`src/rtl/deser_bitslip_align_pkg.sv`:
```
// Shared definitions for the HiSPi word-alignment controller: state encodings,
// default training pattern and counter width helper.
package deser_bitslip_align_pkg;

    localparam logic [2:0] ST_IDLE    = 3'd0;
    localparam logic [2:0] ST_COMPARE = 3'd1;
    localparam logic [2:0] ST_SLIP    = 3'd2;
    localparam logic [2:0] ST_WAIT    = 3'd3;
    localparam logic [2:0] ST_LOCKED  = 3'd4;
    localparam logic [2:0] ST_FAIL    = 3'd5;

    typedef enum logic [2:0] {
        S_IDLE    = ST_IDLE,
        S_COMPARE = ST_COMPARE,
        S_SLIP    = ST_SLIP,
        S_WAIT    = ST_WAIT,
        S_LOCKED  = ST_LOCKED,
        S_FAIL    = ST_FAIL
    } state_e;

    // Also consumed by the lane-merge stage, so keep it in one place.
    localparam logic [5:0] HISPI_TRAIN_PAT = 6'b111000;

    // Bits needed to count 0..n-1; never narrower than one bit.
    function automatic int clog2(input int n);
        int w;
        w = 0;
        while ((1 << w) < n) w++;
        return (w < 1) ? 1 : w;
    endfunction

endpackage

```
`src/rtl/deser_bitslip_align_if.sv`:
```
// Lane-side bundle between the ISERDES2 word path, the alignment controller
// and its downstream consumer.
interface deser_bitslip_align_if #(
    parameter int DESER_WIDTH = 6
);
    logic                   align_en;
    logic [DESER_WIDTH-1:0] iv_data;
    logic                   o_bitslip;
    logic                   o_locked;
    logic                   o_align_fail;
    logic [3:0]             ov_slip_cnt;
    logic [DESER_WIDTH-1:0] ov_data;
    logic                   o_data_valid;

    modport master (
        output align_en, iv_data,
        input  o_bitslip, o_locked, o_align_fail, ov_slip_cnt, ov_data, o_data_valid
    );

    modport slave (
        input  align_en, iv_data,
        output o_bitslip, o_locked, o_align_fail, ov_slip_cnt, ov_data, o_data_valid
    );
endinterface

```
`src/rtl/deser_bitslip_align.sv`:
```
// Word-alignment controller for one HiSPi lane: slips the ISERDES2 until the
// training pattern is seen MATCH_COUNT times in a row, then passes data on.
module deser_bitslip_align
    import deser_bitslip_align_pkg::*;
#(
    parameter int                     DESER_WIDTH      = 6,
    parameter logic [DESER_WIDTH-1:0] TRAINING_PATTERN = DESER_WIDTH'(HISPI_TRAIN_PAT),
    parameter int                     MATCH_COUNT      = 16,
    parameter int                     SLIP_WAIT        = 4,
    parameter int                     MAX_SLIP         = 6
) (
    input  logic                  clk,
    input  logic                  reset_n,
    deser_bitslip_align_if.slave  bus
);

    localparam int MW = clog2(MATCH_COUNT);
    localparam int WW = clog2(SLIP_WAIT);
    localparam logic [MW-1:0] MATCH_LAST = MW'(MATCH_COUNT - 1);
    localparam logic [WW-1:0] WAIT_LAST  = WW'(SLIP_WAIT - 1);
    localparam logic [3:0]    SLIP_MAX   = 4'(MAX_SLIP);

    state_e                 r_state, w_state_nxt;
    logic [MW-1:0]          r_match_cnt, w_match_nxt;
    logic [WW-1:0]          r_wait_cnt, w_wait_nxt;
    logic [3:0]             r_slip_cnt, w_slip_nxt;
    logic [DESER_WIDTH-1:0] r_data;
    logic                   r_data_valid;
    logic                   w_match;

    assign w_match = (bus.iv_data == TRAINING_PATTERN);

    always_ff @(posedge clk or negedge reset_n) begin
        if (!reset_n) begin
            r_state     <= S_IDLE;
            r_match_cnt <= '0;
            r_wait_cnt  <= '0;
            r_slip_cnt  <= '0;
        end else begin
            r_state     <= w_state_nxt;
            r_match_cnt <= w_match_nxt;
            r_wait_cnt  <= w_wait_nxt;
            r_slip_cnt  <= w_slip_nxt;
        end
    end

    always_comb begin
        w_state_nxt = r_state;
        w_match_nxt = r_match_cnt;
        w_wait_nxt  = r_wait_cnt;
        w_slip_nxt  = r_slip_cnt;
        case (r_state)
            S_IDLE: begin
                w_slip_nxt  = '0;
                w_match_nxt = '0;
                w_state_nxt = S_COMPARE;
            end
            S_COMPARE: begin
                if (w_match) begin
                    if (r_match_cnt == MATCH_LAST) w_state_nxt = S_LOCKED;
                    else                           w_match_nxt = r_match_cnt + 1'b1;
                end else begin
                    w_match_nxt = '0;
                    w_state_nxt = (r_slip_cnt == SLIP_MAX) ? S_FAIL : S_SLIP;
                end
            end
            S_SLIP: begin
                w_slip_nxt  = r_slip_cnt + 1'b1;
                w_wait_nxt  = '0;
                w_state_nxt = S_WAIT;
            end
            // Words during the settle window come from an unstable phase.
            S_WAIT: begin
                if (r_wait_cnt == WAIT_LAST) begin
                    w_match_nxt = '0;
                    w_state_nxt = S_COMPARE;
                end else begin
                    w_wait_nxt = r_wait_cnt + 1'b1;
                end
            end
            S_LOCKED, S_FAIL: ;
            default: w_state_nxt = S_IDLE;
        endcase
        if (!bus.align_en) w_state_nxt = S_IDLE;
    end

    always_ff @(posedge clk or negedge reset_n) begin
        if (!reset_n) begin
            r_data       <= '0;
            r_data_valid <= 1'b0;
        end else begin
            r_data       <= bus.iv_data;
            r_data_valid <= (r_state == S_LOCKED);
        end
    end

    assign bus.o_bitslip    = (r_state == S_SLIP);
    assign bus.o_locked     = (r_state == S_LOCKED);
    assign bus.o_align_fail = (r_state == S_FAIL);
    assign bus.ov_slip_cnt  = r_slip_cnt;
    assign bus.ov_data      = r_data;
    assign bus.o_data_valid = r_data_valid;

endmodule

```
`src/flat_wrapper.sv`:
```
// flat-port wrapper written by rule: the top's interface ports become plain ports
module deser_bitslip_align_flat import deser_bitslip_align_pkg::*;
#(
    parameter int                     DESER_WIDTH      = 6,
    parameter logic [DESER_WIDTH-1:0] TRAINING_PATTERN = DESER_WIDTH'(HISPI_TRAIN_PAT),
    parameter int                     MATCH_COUNT      = 16,
    parameter int                     SLIP_WAIT        = 4,
    parameter int                     MAX_SLIP         = 6
)
  (clk, reset_n, bus_align_en, bus_iv_data, bus_o_bitslip, bus_o_locked, bus_o_align_fail, bus_ov_slip_cnt, bus_ov_data, bus_o_data_valid);
  deser_bitslip_align_if #(.DESER_WIDTH(DESER_WIDTH)) bus_i ();
  input  logic clk;
  input  logic reset_n;
  input wire logic [$bits(bus_i.align_en)-1:0] bus_align_en;
  input wire logic [$bits(bus_i.iv_data)-1:0] bus_iv_data;
  output wire logic [$bits(bus_i.o_bitslip)-1:0] bus_o_bitslip;
  output wire logic [$bits(bus_i.o_locked)-1:0] bus_o_locked;
  output wire logic [$bits(bus_i.o_align_fail)-1:0] bus_o_align_fail;
  output wire logic [$bits(bus_i.ov_slip_cnt)-1:0] bus_ov_slip_cnt;
  output wire logic [$bits(bus_i.ov_data)-1:0] bus_ov_data;
  output wire logic [$bits(bus_i.o_data_valid)-1:0] bus_o_data_valid;
  assign bus_i.align_en = bus_align_en;
  assign bus_i.iv_data = bus_iv_data;
  assign bus_o_bitslip = bus_i.o_bitslip;
  assign bus_o_locked = bus_i.o_locked;
  assign bus_o_align_fail = bus_i.o_align_fail;
  assign bus_ov_slip_cnt = bus_i.ov_slip_cnt;
  assign bus_ov_data = bus_i.ov_data;
  assign bus_o_data_valid = bus_i.o_data_valid;
  deser_bitslip_align #(.DESER_WIDTH(DESER_WIDTH), .TRAINING_PATTERN(TRAINING_PATTERN), .MATCH_COUNT(MATCH_COUNT), .SLIP_WAIT(SLIP_WAIT), .MAX_SLIP(MAX_SLIP)) u_core (.clk(clk), .reset_n(reset_n), .bus(bus_i));
endmodule
```
`config.mk`:
```
export PLATFORM = sky130hd
export DESIGN_NAME = deser_bitslip_align_flat
export DESIGN_NICKNAME = d
export VERILOG_FILES = /design/src/rtl/deser_bitslip_align_pkg.sv /design/src/rtl/deser_bitslip_align_if.sv /design/src/rtl/deser_bitslip_align.sv /design/src/flat_wrapper.sv
export SDC_FILE = /design/constraint.sdc
export NUM_CORES = 1
export LEC_CHECK = 0
export CORE_MARGIN = 2
export CORE_UTILIZATION = 45
export DETAILED_ROUTE_END_ITERATION = 12
export MAX_ROUTING_LAYER = met4
export PLACE_DENSITY = 0.77
export SETUP_SLACK_MARGIN = 0.2
export SLEW_MARGIN = 20
export SYNTH_ARGS = -nofsm -noshare
export SYNTH_HDL_FRONTEND = slang
export SYNTH_SLANG_ARGS = --single-unit
```
`constraint.sdc`:
```
create_clock -name clk -period 4 [get_ports clk]
set_clock_uncertainty 0.05 [all_clocks]
set_input_delay 0.6 -clock clk [delete_from_list [all_inputs] [get_ports clk]]
set_output_delay 0.6 -clock clk [all_outputs]
set_load 0.02 [all_outputs]
```
==> out/summary.txt, run 1 <==
initial antenna violation count -> 0
remaining global-route overflow -> 0
status -> finished clean
worst hold-check path type -> flop to flop
vias per std cell -> 5.47
worst vdd ir -> 0.245 mV
Required @ worst endpoint -> 3.35 ns
synth warn -> 0
count of cell types in the netlist -> 33
Final Slew Violations -> 0
Worst path slowest cell -> clkdlybuf4s50_1
Wirelength per Cell -> 13.4 µm
P_int -> 0.000326 W
Comb pwr share -> 21.9%
Rel. slew slack -> 42.1%
synthesized cell area -> 986 µm²
area leader, netlist -> dfrtp_1
clk slew on worst S/H paths -> 0.11 ns
Final setup viols -> 0
Fillers -> 171
clock share of power -> 25.2%
FP Rows -> 16
Tot GR Track Use -> 17.2%
detailed placement HPWL -> 1360 µm
EDFF count, synth -> 0
Worst Path Arrival -> 1.90 ns
remaining antenna violation count -> 0
port bufs -> 22
RSZ-0062 raised after global routing -> false
Routed WL -> 1870 µm
Setup crit end kind -> output port
worst path cell trace -> nor2_1 > nand2_1 > inv_1 > clkdlybuf4s50_1
RePlAce Congestion -> 0.785
Seq/Total Area, Yosys -> 50.8%
number of global-route vias before repair -> 742
via count -> 766
minimum clock period -> 2.55 ns
Ant. Diodes -> 0
slowest stage delay, CP -> 0.59 ns
sw frac -> 29.0%
buffer count from post-CTS setup fixing -> 0
Clock Path Buffers -> 2
Synth Register Bits -> 20
core area -> 0.00202 mm²
Crit Path Class -> flop to output port
pin count of the biggest net entering global routing -> 21
commonest register cell after synthesis -> dfrtp_1
die width -> 50.8 µm
DR iter-0 viols -> 10
fmax -> 393 MHz
CTS root buf -> clkbuf_4
Area Overhead vs Synth -> 28.3%
max-cap check violation count -> 0
H-tree levels -> 1
TritonCTS buffer count -> 3
Leak -> 0.572 nW
share of the synthesized area in the top cell type -> 50.8%
average size of a mapped cell -> 11.0 µm²
cell total after placement -> 136
die area -> 0.00258 mm²
TritonCTS clock tree -> done
post-layout instance area -> 0.00126 mm²
Resized Gates After CTS -> 0
fin cells -> 140
Synth Instances -> 90
Sw Pwr -> 0.000133 W
syn nets -> 103
crit path launch type -> flop
Worst Max-Slew Pin Slew -> 0.865 ns
peak fanout along the critical path -> 15
initial core utilization -> 48.8%
Async SR Flop Fraction -> 100%
DR DRC count -> 0
clk sink count -> 20
Post-DP Area -> 0.00123 mm²
worst skew pair latency -> 0.30 ns
Area contributors post-synth -> dfrtp_1, ha_1, a22o_1
Tcrit/Tclk final -> 63.7%
final net count -> 127
Seq pwr share -> 52.9%
die height -> 50.8 µm
Top Ports -> 23
Fin. Hold Viols -> 0
Pwr Density -> 363 mW/mm²
TNS Setup -> 0 ns
share of layout cells above drive strength 1 -> 7.08%
1st-pass router iterations -> 4
# hold bufs at CTS -> 0
first-pass GRT wire length -> 3250 µm
[final timing paths]
path                                              to                      start  cells after the start  slack [ns]
min reg2reg                u_core.bus.ov_slip_cnt[3]  u_core.bus.ov_slip_cnt[3]                      1        0.50
min in group asynchronous          u_core.r_state[0]                    reset_n                      1        0.73
max reg2reg                    u_core.r_match_cnt[3]      u_core.r_match_cnt[0]                      5        2.33
min                        u_core.bus.ov_slip_cnt[3]  u_core.bus.ov_slip_cnt[3]                      1        0.50
max                                    bus_o_bitslip          u_core.r_state[2]                      4        1.45
max in group asynchronous  u_core.bus.ov_slip_cnt[0]                    reset_n                      1        2.64
[cells in the final DEF (no fill, tap or decap), drive strengths merged, types with 2 or more instances in the layout]
cell type,Yosys,final
ha,4,4
inv,4,4
a22o,4,4
o21ai,6,6
nand2b,3,3
nor2,6,6
mux2,2,2
a21oi,3,3
a21o,3,3
mux2i,2,2
clkbuf,3,4
o31ai,2,2
dfrtp,20,20
nand2,7,7
nand3,4,4
a2111oi,2,2
and3,2,2
clkdlybuf4s50,0,22
[cells by family after synthesis]
group / synth area share, %
AOI/OAI and AO/OA: 17.5
adders and majority gates: 5.08
buffers and inverters: 2.66
DFF: 50.8
muxes: 4.31
and+or+nand+nor: 19.7
[cell type report]
type	instances	area, µm²	share of cell area [%]
timing repair buffer	22	220	17.4
tap	27	33.8	2.67
multi-input combinational	63	459	36.3
clock buffer	4	36.3	2.87
sequential	20	500	39.6
inverter	4	15.0	1.19
[metal layers]
layer / global-route usage (%) / part of all wire [%]
met5: - / 0
met3: 4.09 / 4.9
met2: 26.3 / 47
met4: 7.66 / 0.75
met1: 21.8 / 47
[sequential cells by signal, indices dropped and copies added, names as in the netlist]
name and cells:
u_core.r_match_cnt 4, u_core.bus.ov_slip_cnt 4, u_core.bus.o_data_valid 1, u_core.r_wait_cnt 2, u_core.bus.ov_data 6, u_core.r_state 3
[synth_stat cells (all sizes together), types with 3 or more instances]
cell type	n
a21o	3
a21oi	3
a22o	4
clkbuf	3
dfrtp	20
ha	4
inv	4
nand2	7
nand2b	3
nand3	4
nor2	6
o21ai	6
[critical path: cells and delay by family, from the launching register on]
| family | cells | cell delay (ns) |
|---|---|---|
| buffers and inverters | 2 | 0.66 |
| flip-flops | 1 | 0.55 |
| AND/OR/NAND/NOR | 2 | 0.40 |
[through the flow]
stage	total power, W	setup WS (ns)	utilization (%)	hold WS [ns]
final	0.000460	1.45	62.6	0.500
after detailed placement	0.000348	1.74	60.8	0.476
after floorplan	0.000305	2.13	-	0.254
after global routing	0.000488	1.31	62.6	0.523
after global placement	0.000344	1.79	60.8	0.467
after CTS	0.000463	1.45	62.6	0.504
[power by group through the flow]
stage | sequential, W | combinational [W] | clock [W]
finish | 0.000243 | 0.000100 | 0.000116
global route | 0.000247 | 0.000113 | 0.000128
global placement | 0.000246 | 0.0000980 | 0
detailed placement | 0.000247 | 0.000101 | 0
CTS | 0.000243 | 0.000101 | 0.000119
floorplan | 0.000246 | 0.0000598 | 0
Power figures use the tool's default switching activity.
==> run 2: changes to the inputs <==
Settings changed: CORE_UTILIZATION 45 to 43.
Clock period 4 ns to 2.3 ns, I/O delays scaled along.
==> out/summary.txt, run 2 (synthesis gave the netlist of run 1 again) <==
worst hold-check path type -> primary input to async pin
vias per std cell -> 5.56 (+1.5%)
Rel. slew slack -> 70.4% (+28 points)
die area -> 0.00269 mm² (+4.3%)
slowest stage delay, CP -> 0.49 ns (-0.10 ns)
1st-pass router iterations -> 4 (unchanged)
share of layout cells above drive strength 1 -> 12.1% (+5.0 points)
Wirelength per Cell -> 13.4 µm (about the same)
crit path launch type -> flop
port bufs -> 22 (unchanged)
Ant. Diodes -> 0 (unchanged)
core area -> 0.00219 mm² (+8.4%)
number of global-route vias before repair -> 773 (+4.2%)
most frequent cells in the layout -> clkdlybuf4s50_1, dfrtp_1, nand2_1
RePlAce Congestion -> 0.924 (+18%)
TNS Setup -> 0 ns (unchanged)
Setup crit end kind -> output port
minimum clock period -> 1.87 ns
final net count -> 130 (+2.4%)
worst skew pair latency -> 0.30 ns (about the same)
Area Overhead vs Synth -> 31.3%
Routed WL -> 1920 µm (+2.8%)
max-cap check violation count -> 0 (unchanged)
Clock Path Buffers -> 2 (unchanged)
die width -> 51.9 µm (+2.1%)
worst vdd ir -> 0.443 mV (+81%)
worst path cell trace -> nor3b_1 > dlygate4sd2_1
buffers plus inverters on the worst setup path -> 1 (-1)
TritonCTS buffer count -> 3 (unchanged)
remaining global-route overflow -> 0 (unchanged)
Crit Path Class -> flop to output port
first-pass GRT wire length -> 3320 µm (+2.1%)
initial antenna violation count -> 0 (unchanged)
RSZ-0062 raised after global routing -> false
Final Worst Setup Slack -> 0.433 ns (-1.02 ns)
DR iter-0 viols -> 14 (+4)
detailed placement HPWL -> 1450 µm (+6.7%)
Required @ worst endpoint -> 1.90 ns (-1.45 ns)
max reg flops -> 6 (unchanged)
Final setup viols -> 0 (unchanged)
Tot GR Track Use -> 17.6% (+0.46 points)
clk slew on worst S/H paths -> 0.10 ns (about the same)
peak fanout along the critical path -> 9 (-6)
H-tree levels -> 1 (unchanged)
via count -> 800 (+4.4%)
Worst Max-Slew Pin Slew -> 0.433 ns (-0.432 ns)
clk sink count -> 20 (unchanged)
TritonCTS clock tree -> done
CTS root buf -> clkbuf_4
die height -> 51.9 µm (+2.1%)
Fin. Hold Viols -> 0 (unchanged)
fmax -> 536 MHz
status -> finished clean
Top Ports -> 23 (unchanged)
Largest delay share family, worst path -> flip-flops
remaining antenna violation count -> 0 (unchanged)
Tcrit/Tclk final -> 81.2%
FP Rows -> 17 (+1)
Worst path slowest cell -> dfrtp_1
Leak -> 0.615 nW (+7.5%)
DP Worst Slack -> 0.283 ns (-1.45 ns)
Worst Path Arrival -> 1.47 ns (-0.43 ns)
DR DRC count -> 0 (unchanged)
Pwr Density -> 624 mW/mm² (+72%)
initial core utilization -> 45.0% (-3.8 points)
pin count of the biggest net entering global routing -> 21 (unchanged)
Layout Utilization -> 59.1% (-3.5 points)
Final Slew Violations -> 0 (unchanged)
-- run 2: power by group --
part	switching, W	internal (W)	total (W)
Sequential	0.0000339	0.000384	0.000418
Clock	0.000102	0.0000966	0.000199
Combinational	0.0000985	0.0000926	0.000191
-- run 2: final timing paths --
kind / from / endpoint / slack [ns] / cells past startpoint
max: u_core.r_state[1] / bus_o_locked / 0.43 / 2
min: reset_n / u_core.bus.ov_slip_cnt[3] / 0.32 / 2
max reg2reg: u_core.r_match_cnt[0] / u_core.r_match_cnt[3] / 0.74 / 5
min reg2reg: u_core.r_state[0] / u_core.bus.o_data_valid / 0.46 / 1
max in group asynchronous: reset_n / u_core.r_state[0] / 1.66 / 2
min in group clk: u_core.r_state[0] / u_core.bus.o_data_valid / 0.46 / 1
-- run 2: through the flow --
| stage | total power (W) | hold WS, ns | std cells | instance area [µm²] |
|---|---|---|---|---|
| 2_1_floorplan | 0.000531 | -0.000591 | 90 | 986 |
| 3_3_place_gp | 0.000598 | 0.467 | 139 | 1240 |
| 3_5_place_dp | 0.000610 | 0.479 | 139 | 1240 |
| 4_1_cts | 0.000817 | 0.323 | 144 | 1290 |
| 5_1_grt | 0.000856 | 0.332 | 144 | 1290 |
| 6_report | 0.000808 | 0.319 | 144 | 1290 |
-- run 2: layout make-up --
type                            instances  area (µm²)
Clock buffer                            4        36.3
Fill cell                             179         896
Multi-Input combinational cell         63         464
Sequential cell                        20         502
Timing Repair Buffer                   25         243
Inverter                                4        15.0
Tap cell                               28        35.0
-- run 2: what timing repair did --
action | 4_1_cts | 5_1_grt
buffers inserted | 1 | 0
hold buffers | 0 | 0
gates resized for setup | 5 | 1
setup endpoints to repair | 3 | 1
-- run 2: layer usage --
metal | GRT usage (%) | vias up | part of all wire [%]
met3 | 6.61 | 2 | 6.4
li1 | - | 385 | -
met2 | 28.7 | 27 | 50
met4 | 5.70 | 0 | 0.73
met5 | - | - | 0
met1 | 20.0 | 386 | 43
==> run 3: changes to the inputs <==
Settings changed: CORE_UTILIZATION 43 to 45.
Clock period 2.3 ns to 1.9 ns, I/O delays scaled along.
==> out/summary.txt, run 3 (synthesis gave the netlist of run 1 again) <==
status -> finished clean
share of layout cells above drive strength 1 -> 13.8% (+1.7 points)
1st-pass router iterations -> 4 (unchanged)
Leak -> 0.657 nW (+6.9%)
Crit Path Class -> flop to output port
number of global-route vias before repair -> 742 (-4.0%)
remaining global-route overflow -> 0 (unchanged)
minimum clock period -> 1.69 ns
Clock Path Buffers -> 2 (unchanged)
TritonCTS clock tree -> done
RePlAce Congestion -> 0.757 (-18%)
fin cells -> 143 (-0.69%)
buffer count from post-CTS setup fixing -> 0 (-1)
first-pass GRT wire length -> 3220 µm (-2.9%)
TritonCTS buffer count -> 3 (unchanged)
Resized Gates After CTS -> 10 (+5)
pin count of the biggest net entering global routing -> 21 (unchanged)
Final setup viols -> 0 (unchanged)
via count -> 795 (-0.63%)
Tcrit/Tclk final -> 89.2%
Pwr Total -> 0.000939 W (+16%)
Top Ports -> 23 (unchanged)
Final Slew Violations -> 0 (unchanged)
Worst Path Arrival -> 1.36 ns (-0.11 ns)
RSZ-0062 raised after global routing -> true
Fillers -> 161 (-10%)
clk sink count -> 20 (unchanged)
worst vdd ir -> 0.582 mV (+32%)
Routed WL -> 2010 µm (+4.7%)
cell total after placement -> 140 (+0.72%)
final net count -> 131 (+0.77%)
Area Overhead vs Synth -> 32.2%
max reg flops -> 6 (unchanged)
R2R depth -> 5 (unchanged)
Fin. Hold Viols -> 0 (unchanged)
die height -> 50.8 µm (-2.1%)
worst hold-check path type -> primary input to async pin
core area -> 0.00202 mm² (-7.7%)
Tot GR Track Use -> 17.6% (-0.069 points)
H-tree levels -> 1 (unchanged)
worst skew pair latency -> 0.30 ns (about the same)
Worst Max-Slew Pin Slew -> 0.391 ns (-0.0419 ns)
Pwr Density -> 720 mW/mm² (+15%)
peak fanout along the critical path -> 7 (-2)
Setup crit end kind -> output port
# hold bufs at CTS -> 0 (unchanged)
die area -> 0.00258 mm² (-4.1%)
vias per std cell -> 5.56 (about the same)
Ant. Diodes -> 0 (unchanged)
die width -> 50.8 µm (-2.1%)
initial antenna violation count -> 0 (unchanged)
remaining antenna violation count -> 0 (unchanged)
Rel. slew slack -> 73.9% (+3.5 points)
max-cap check violation count -> 0 (unchanged)
fmax -> 590 MHz
Wirelength per Cell -> 14.1 µm (+5.5%)
DR iter-0 viols -> 23 (+9)
crit path launch type -> flop
initial core utilization -> 48.8% (+3.8 points)
reg2reg setup slack -> 0.30 ns (-0.44 ns)
commonest non-fill, non-tap cell in the layout -> dfrtp_1
Required @ worst endpoint -> 1.56 ns (-0.34 ns)
detailed placement HPWL -> 1460 µm (+0.46%)
FP Rows -> 16 (-1)
CTS root buf -> clkbuf_4
clk slew on worst S/H paths -> 0.10 ns (about the same)
most frequent cells in the layout -> dfrtp_1, clkdlybuf4s50_1, nand2_1
DR DRC count -> 0 (unchanged)
port bufs -> 22 (unchanged)
## run 3: changes by cell type in the layout (fill, tap and decap cells not counted), sizes merged
cell           previous run  this run
buf                       3         4
clkdlybuf4s50            19        15
dlygate4sd2               2         0
clkdlybuf4s15             0         2
dlymetal6s2s              1         4
## run 3: worst max-delay path, stage by stage (launching register included)
cell             delay, ns
dfrtp_2               0.46
nor2_2                0.16
nand2_1               0.10
inv_1                 0.06
clkdlybuf4s15_1       0.29
## run 3: cell type report
class                   instances  area, µm²  area share [%]
repair buffers                 26        256            19.7
inverters                       4       15.0            1.15
flip-flops and latches         20        503            38.6
clock buffers                   3       22.5            1.73
well taps                      27       33.8            2.59
multi-input cells              63        473            36.3
## run 3: path summary, 6_finish.rpt
path | end | from
min reg2reg | u_core.bus.o_data_valid | u_core.r_state[0]
min | u_core.bus.o_data_valid | reset_n
max in group asynchronous | u_core.r_state[2] | reset_n
max | bus_o_bitslip | u_core.r_state[2]
min in group clk | u_core.bus.ov_data[3] | bus_iv_data[3]
max reg2reg | u_core.r_match_cnt[3] | u_core.r_match_cnt[0]
## run 3: stage by stage
step | setup slack [ns] | hold slack, ns | TNS, ns | area, µm² | util (%)
2_1_floorplan | 0.341 | -0.0606 | 0 | 986 | -
3_3_place_gp | -0.00284 | 0.427 | -0.00284 | 1260 | 62.3
3_5_place_dp | -0.0604 | 0.433 | -0.205 | 1260 | 62.3
4_1_cts | 0.184 | 0.282 | 0 | 1290 | 63.6
5_1_grt | 0.102 | 0.274 | 0 | 1300 | 64.5
6_report | 0.205 | 0.270 | 0 | 1300 | 64.5
## run 3: power breakdown
group	internal [W]	switching [W]
registers	0.000465	0.0000412
logic	0.000115	0.000120
clock network	0.0000740	0.000123
## run 3: routing by layer
metal  up-vias  track usage [%]  wire length, µm  part of all wire (%)
met5         -                -                0                     0
met4         0             8.11               40                   2.0
met3         6             3.51              112                   5.6
met2        30             27.9              974                    48
met1       377             21.8              886                    44
li1        382                -                -                     -
